`src/rtl/io_pin_group_arbiter.sv`:
```
// Round-robin owner arbiter for one shared IO pin group. It inserts a tri-state
// turnaround window between owners and can optionally preempt an owner that holds the group too long.
module io_pin_group_arbiter #(
  parameter int unsigned REQ_COUNT         = 4,
  parameter int unsigned TURNAROUND_CYCLES = 4,
  parameter int unsigned HOLD_MAX          = 0
) (
  input  logic                         clk,
  input  logic                         rst,
  input  logic [REQ_COUNT-1:0]         req,
  input  logic [REQ_COUNT-1:0]         req_mask,
  output logic [REQ_COUNT-1:0]         grant,
  output logic [$clog2(REQ_COUNT)-1:0] owner,
  output logic                         pin_safe,
  output logic                         busy,
  output logic [REQ_COUNT-1:0]         preempt
);

  localparam int unsigned OwW   = $clog2(REQ_COUNT);
  localparam int unsigned HoldW = (HOLD_MAX > 0) ? $clog2(HOLD_MAX + 1) : 1;
  localparam int unsigned TaW   = (TURNAROUND_CYCLES > 1) ? $clog2(TURNAROUND_CYCLES) : 1;

  localparam logic [OwW-1:0]       OwnerRst = OwW'(REQ_COUNT - 1);
  localparam logic [HoldW-1:0]     HoldSat  = HoldW'(HOLD_MAX);
  localparam logic [HoldW-1:0]     HoldLast = (HOLD_MAX > 0) ? HoldW'(HOLD_MAX - 1) : '0;
  localparam logic [TaW-1:0]       TaLoad   = TaW'(TURNAROUND_CYCLES - 1);
  localparam logic [REQ_COUNT-1:0] OneLsb   = {{(REQ_COUNT - 1){1'b0}}, 1'b1};

  typedef enum logic [1:0] {StIdle, StGranted, StTurnaround} state_e;

  state_e               r_state, w_state_next;
  logic [REQ_COUNT-1:0] r_grant, w_grant_next;
  logic [OwW-1:0]       r_owner, w_owner_next;
  logic [HoldW-1:0]     r_hold, w_hold_next;
  logic [TaW-1:0]       r_ta_cnt, w_ta_cnt_next;
  logic                 r_pin_safe, w_pin_safe_next;
  logic                 r_busy, w_busy_next;
  logic [REQ_COUNT-1:0] r_preempt, w_preempt_next;

  logic [REQ_COUNT-1:0] w_elig;
  logic [REQ_COUNT-1:0] w_owner_oh;
  logic [REQ_COUNT-1:0] w_others;
  logic                 w_owner_elig;
  logic                 w_preempt_hit;
  logic [OwW-1:0]       w_sel;
  logic                 w_sel_valid;
  int unsigned          w_idx;

  always_comb begin
    w_elig        = req & req_mask;
    w_owner_oh    = OneLsb << r_owner;
    w_others      = w_elig & ~w_owner_oh;
    w_owner_elig  = |(w_elig & w_owner_oh);
    // The hold counter saturates at HOLD_MAX, so it passes HOLD_MAX-1 only once per grant.
    // That makes preemption a single-cycle window.
    w_preempt_hit = (HOLD_MAX != 0) && (r_hold == HoldLast) && (|w_others);
  end

  // Round-robin search that starts one past the last owner.
  always_comb begin
    w_sel       = '0;
    w_sel_valid = 1'b0;
    w_idx       = 0;
    for (int unsigned i = 1; i <= REQ_COUNT; i++) begin
      w_idx = 32'(r_owner) + i;
      if (w_idx >= REQ_COUNT) begin
        w_idx = w_idx - REQ_COUNT;
      end
      if (!w_sel_valid && w_elig[w_idx[OwW-1:0]]) begin
        w_sel_valid = 1'b1;
        w_sel       = w_idx[OwW-1:0];
      end
    end
  end

  always_comb begin
    w_state_next    = r_state;
    w_grant_next    = r_grant;
    w_owner_next    = r_owner;
    w_hold_next     = r_hold;
    w_ta_cnt_next   = r_ta_cnt;
    w_pin_safe_next = r_pin_safe;
    w_preempt_next  = '0;

    case (r_state)
      StIdle: begin
        w_grant_next    = '0;
        w_pin_safe_next = 1'b0;
        if (w_sel_valid) begin
          w_state_next = StGranted;
          w_grant_next = OneLsb << w_sel;
          w_owner_next = w_sel;
          w_hold_next  = '0;
        end
      end
      StGranted: begin
        if (!w_owner_elig || w_preempt_hit) begin
          w_state_next    = StTurnaround;
          w_grant_next    = '0;
          w_pin_safe_next = 1'b1;
          w_ta_cnt_next   = TaLoad;
          w_hold_next     = '0;
          // A voluntary release on the preemption cycle is not reported as preemption.
          if (w_owner_elig) begin
            w_preempt_next = w_owner_oh;
          end
        end else if (r_hold != HoldSat) begin
          w_hold_next = r_hold + 1'b1;
        end
      end
      StTurnaround: begin
        w_grant_next    = '0;
        w_pin_safe_next = 1'b1;
        if (r_ta_cnt == '0) begin
          w_state_next    = StIdle;
          w_pin_safe_next = 1'b0;
        end else begin
          w_ta_cnt_next = r_ta_cnt - 1'b1;
        end
      end
      default: begin
        w_state_next    = StIdle;
        w_grant_next    = '0;
        w_pin_safe_next = 1'b0;
      end
    endcase

    w_busy_next = (w_state_next != StIdle);
  end

  always_ff @(posedge clk) begin
    if (rst) begin
      r_state    <= StIdle;
      r_grant    <= '0;
      r_owner    <= OwnerRst;
      r_hold     <= '0;
      r_ta_cnt   <= '0;
      r_pin_safe <= 1'b0;
      r_busy     <= 1'b0;
      r_preempt  <= '0;
    end else begin
      r_state    <= w_state_next;
      r_grant    <= w_grant_next;
      r_owner    <= w_owner_next;
      r_hold     <= w_hold_next;
      r_ta_cnt   <= w_ta_cnt_next;
      r_pin_safe <= w_pin_safe_next;
      r_busy     <= w_busy_next;
      r_preempt  <= w_preempt_next;
    end
  end

  assign grant    = r_grant;
  assign owner    = r_owner;
  assign pin_safe = r_pin_safe;
  assign busy     = r_busy;
  assign preempt  = r_preempt;

endmodule
```
`config.mk`:
```
export PLATFORM = sky130hd
export DESIGN_NAME = io_pin_group_arbiter
export DESIGN_NICKNAME = d
export VERILOG_FILES = /design/src/rtl/io_pin_group_arbiter.sv
export SDC_FILE = /design/constraint.sdc
export NUM_CORES = 1
export LEC_CHECK = 0
export ABC_AREA = 1
export BUFFER_PORTS_ARGS = -buffer_cell sky130_fd_sc_hd__buf_2
export CAP_MARGIN = 20
export CORE_UTILIZATION = 57
export CTS_CLUSTER_SIZE = 8
export DETAILED_ROUTE_END_ITERATION = 10
export GPL_ROUTABILITY_DRIVEN = 0
export PLACE_DENSITY = 0.83
export SYNTH_ARGS = -nofsm -noshare
export SYNTH_HDL_FRONTEND = slang
export SYNTH_SLANG_ARGS = --single-unit
```
`constraint.sdc`:
```
create_clock -name clk -period 3.15 [get_ports clk]
set_input_delay 0.1575 -clock clk [delete_from_list [all_inputs] [get_ports clk]]
set_output_delay 0.1575 -clock clk [all_outputs]
set_load 0.1 [all_outputs]
```
==> run metrics, run 1 <==
status=finished, final reports clean; CTS Sinks=12; cells along the critical path=inv_6, ha_1, inv_1, nand3_1, o21ai_4, nand4_2, nand2_1, nand2_1, nand2_2, inv_2, nand2_1, a21oi_2; Required @ worst endpoint=3.32 ns; Pins Over Slew Limit=0; post-cts resize count=0; CTS tree=yes; Port-buffer cells=17; Tot GR Track Use=23.73%; most common cell after layout, fill and taps aside=nand2_1; met1 Track Usage GR=34.68%; Clock Pin Slew Worst Setup and Hold Paths=0.07 ns; total congestion overflow=0; share of layout cells above drive strength 1=26.67%; Yosys top cell area share=23.53%; CTS root buffer=clkbuf_4; post-synthesis sequential area ratio=23.53%; Worst setup SP type=flop; hold slack=0.1809 ns; most frequent CP cell=nand2_1; initial antenna violation count=0; DP HPWL=1598 µm; Critical Path Slowest Stage Cell=dfxtp_1; busiest grt layer=met1; vias per std cell=5.116; Mapped Area=0.001021 mm²; DRT Pass-1 Iters=4; Max Cap Viol=0; effective utilization at floorplan=64.05%; WL final=1952 µm; die height=44.32 µm; Critical Path Fanout Max=12; crit share post-route=68.30%; RSZ-0062 raised after global routing=false; worst setup path class=reg -> reg; Synth area leaders=dfxtp_1 24%, nand2_1 11%, ha_1 11%; io pins=22; kind of cell adding the most delay to the critical path=flip-flops; Worst path max stage delay=0.61 ns; Non-Filler Instances=189; most frequent cells in the layout=31 x nand2_1, 18 x inv_1, 18 x nand3_1, 17 x buf_2, 12 x dfxtp_1; largest net degree at the start of global routing=13; Layout fillers=138; met2 Use GR=33.24%; Max Clk Rate=464.8 MHz; setup TNS=0 ns; Cells after Synth=147; CTS H-tree lvls=1; post-layout min period=2.152 ns; # setup viols final=0; Synth area leader=dfxtp_1; # diodes=0; first-pass GRT wire length=3436 µm; Post-Route Utilization=71.43%; Synth Register Bits=12; mean post-synth cell area=6.945 µm²; skew final=0.002555 ns; Die X=44.32 µm; post-CTS setup buffers=0; Fin. Hold Viols=0; Ys Warns=0; DRC=0; HP Class=in -> reg; Syn-to-layout area delta=11.52%; Avg WL per Cell=10.33 µm; crit end category=flop; cell count after placement=185; die area=0.001964 mm²; clk_lat worst skew=0.27 ns; Yosys cell types=27; Initial DRC Count=29; # rows=14; NumNets Final=185; buffer and inverter count on the worst path=3; CTS buffer count=3; Longest Clk Path Bufs=2; met3 Use GR=6.122%; vias in the first global route=804; routed vias=967; cts-stage hold buffer count=0; WP data arrival=2.32 ns; Post-DRT Antenna Nets=0; Core ar.=0.001594 mm²
[registers in the layout, indices dropped and copies added (netlist names)]
| signal | flops |
|---|---|
| grant | 4 |
| owner | 2 |
| r_state | 2 |
| r_ta_cnt | 2 |
| busy | 1 |
| pin_safe | 1 |
[kinds of logic (layout without fill, tap and decap cells)]
logic type | after synthesis | after routing | share of synthesized area, %
adder cells (fa/ha/maj) | 9 | 9 | 11.03
AND/OR/NAND/NOR | 75 | 75 | 38.24
buffers and inverters | 28 | 43 | 12.99
other | 1 | 4 | 0.3673
flip-flops | 12 | 12 | 23.53
AO/OA/AOI/OAI | 22 | 22 | 13.85
[metal layers]
metal  wire length, µm  vias up
li1                  -      512
met1               966      430
met4                32        0
met3                88        5
met5                 0        -
met2               864       20
[metrics by stage]
stage,instance area [µm²],worst slack [ns]
after floorplan,1032,0.5251
after global placement,1102,1.055
after detailed placement,1102,1.020
after CTS,1139,1.001
after global routing,1139,0.8145
final,1139,0.9985
[worst reg2reg max path: cells and delay by family (launching register included)]
kind / cells / cell delay, ns
fa+ha+maj: 1 / 0.33
simple gates: 6 / 0.58
compound gates: 2 / 0.17
buf+inv: 3 / 0.34
flops: 1 / 0.61
[synth_stat cells]
cell type	instances
nand2_1	31
inv_1	18
nand3_1	18
dfxtp_1	12
ha_1	9
nor2_1	9
a21oi_1	6
nand2_2	5
a21oi_2	4
buf_4	4
nand3_2	4
o21ai_1	4
a31oi_1	3
inv_2	3
o21ai_0	3
nand4_1	2
nand4_2	2
buf_6	1
clkbuf_1	1
conb_1	1
inv_6	1
nand2_4	1
nand3_4	1
nor2_2	1
nor4_1	1
o21ai_4	1
o22ai_1	1
[final timing paths]
kind	startpoint	endpoint	slack [ns]	cells after the start
max	owner[0]	grant[2]	1.0	12
min	rst	grant[2]	0.18	2
max reg2reg	owner[0]	grant[2]	1.0	12
min reg2reg	r_ta_cnt[0]	r_ta_cnt[0]	0.47	1
[cell type report]
type | instances | area (µm²) | area share (%)
multi-input cells | 110 | 659.4 | 57.91
flip-flops and latches | 12 | 240.2 | 21.10
inverters | 22 | 87.58 | 7.692
repair buffers | 17 | 85.08 | 7.473
clock buffers | 4 | 36.28 | 3.187
well taps | 24 | 30.03 | 2.637
Power of run 1 is left out: the tool's default activity adds up to more than one toggle a clock period on the data nets, which glitch-free logic cannot reach.
==> run 2: changes to the inputs <==
Settings changed: CORE_UTILIZATION 57 to 48, PLACE_DENSITY 0.83 to 0.75.
Clock period 3.15 ns to 1.8 ns, I/O delays scaled along.
==> run metrics, run 2 (synthesis gave the netlist of run 1 again) <==
WL final=2048 µm (+4.9%); crit share post-route=91.46% (+23 points); Non-Filler Instances=194 (+2.6%); Critical Path Slowest Stage Cell=dfxtp_4; worst hold path endpoint=grant[2]; cell count after placement=188 (+1.6%); post-cts resize count=0 (unchanged); first-pass GRT wire length=3180 µm (-7.5%); RR Endpoint=grant[2]; Fin. Hold Viols=0 (unchanged); share of layout cells above drive strength 1=31.74% (+5.1 points); crit end category=flop; Post-DRT Antenna Nets=0 (unchanged); Max Cap Viol=0 (unchanged); HP Class=in -> reg; Port-buffer cells=17 (unchanged); skew final=0.004595 ns (+0.002041 ns); met2 Use GR=35.68% (+2.4 points); initial antenna violation count=0 (unchanged); hold path cells=2 (unchanged); kind of cell adding the most delay to the critical path=simple AND/OR/NAND/NOR gates; Syn-to-layout area delta=16.79%; RSZ-0062 raised after global routing=false; DP HPWL=1657 µm (+3.7%); Initial DRC Count=16 (-45%); post-layout min period=1.646 ns (-0.5053 ns); CTS H-tree lvls=1 (unchanged); DRC=0 (unchanged); Clock Pin Slew Worst Setup and Hold Paths=0.08 ns (about the same); R2R Setup Slk=0.15 ns (-0.84 ns); cells along the critical path=inv_2, ha_4, inv_4, a21oi_1, o21ai_1, nand2_1, nor2_1, nor2_2, nand2_1, a21oi_2; CTS buffer count=3 (unchanged); DRT Pass-1 Iters=4 (unchanged); Critical Path Fanout Max=9 (-3); Worst path max stage delay=0.40 ns (-0.21 ns); # setup viols final=0 (unchanged); Avg WL per Cell=10.56 µm (+2.2%); buffer and inverter count on the worst path=2 (-1); Die X=48.12 µm (+8.6%); effective utilization at floorplan=51.52% (-13 points); Worst Min Path Start=rst; Tot GR Track Use=19.82% (-3.9 points); most frequent cells in the layout=31 x nand2_1, 17 x buf_2, 16 x inv_1, 16 x nand3_1, 10 x dfxtp_1; die height=48.12 µm (+8.6%); CTS Sinks=12 (unchanged); clk_lat worst skew=0.27 ns (about the same); CTS tree=yes; die area=0.002316 mm² (+18%); busiest grt layer=met2; largest net degree at the start of global routing=13 (unchanged); Required @ worst endpoint=1.97 ns (-1.35 ns); most frequent CP cell=nand2_1; # rows=16 (+2); routed vias=969 (+0.21%); max FFs per register=4 (unchanged); Worst setup SP type=flop; vias in the first global route=814 (+1.2%); status=finished, final reports clean; NumNets Final=187 (+1.1%); # diodes=0 (unchanged); worst setup path class=reg -> reg; met1 Track Usage GR=22.35% (-12 points); met3 Use GR=3.333% (-2.8 points); io pins=22 (unchanged); Core ar.=0.001982 mm² (+24%); Longest Clk Path Bufs=2 (unchanged); Max Clk Rate=607.5 MHz (+31%); WP data arrival=1.81 ns (-0.51 ns); Pins Over Slew Limit=0 (unchanged); vias per std cell=4.995 (-2.4%); most common cell after layout, fill and taps aside=nand2_1; total congestion overflow=0 (unchanged); CTS root buffer=clkbuf_4; R2R depth=10 (-2); R2R Path Start=owner[1]
run 2: cell types whose count changed in the layout (fill, tap and decap cells not counted), sizes merged:
| cell | before | now |
|---|---|---|
| buf | 17 | 19 |
run 2: area by class of cell:
type	instances	area, µm²
Tap cell	27	33.78
Fill cell	191	789.5
Timing Repair Buffer	19	100.1
Sequential cell	12	247.7
Clock buffer	4	36.28
Inverter	22	92.59
Multi-Input combinational cell	110	681.9
run 2: how the worst max path moves through the flow:
| stage | end | start | depth (start not counted) |
|---|---|---|---|
| global route | grant[2] | owner[1] | 11 |
| global placement | grant[2] | owner[0] | 11 |
| floorplan | grant[0] | owner[0] | 12 |
| detailed placement | grant[2] | owner[0] | 10 |
| finish | grant[2] | owner[1] | 10 |
| CTS | grant[2] | owner[0] | 10 |
run 2: metal layers:
metal	vias to the layer above	wire length [µm]
met5	-	0
met4	0	44
met3	4	35
met2	13	1033
met1	433	934
li1	519	-
run 2: stage by stage:
stage	utilization (%)	setup WS [ns]	hold slack [ns]	setup TNS [ns]	cell area, µm²
floorplan	-	-0.02056	0.4174	-0.04111	1067
global placement	57.58	0.1633	0.3988	0	1141
detailed placement	57.58	0.1457	0.3967	0	1141
CTS	59.41	0.1244	0.1023	0	1177
global route	60.16	0.03573	0.1139	0	1192
finish	60.16	0.1538	0.1066	0	1192
run 2: what timing repair did:
item,CTS,global route
setup endpoints to repair,0,1
endpoints found under the hold margin,0,0
buffers inserted,0,2
hold buffers,0,0
run 2: worst reg2reg max path: stages, from the launching register on:
cell	delay, ns
dfxtp_4	0.40
inv_2	0.08
ha_4	0.25
inv_4	0.09
a21oi_1	0.05
o21ai_1	0.19
nand2_1	0.07
nor2_1	0.22
nor2_2	0.06
nand2_1	0.08
a21oi_2	0.05
Power of run 2 is left out for the same reason.
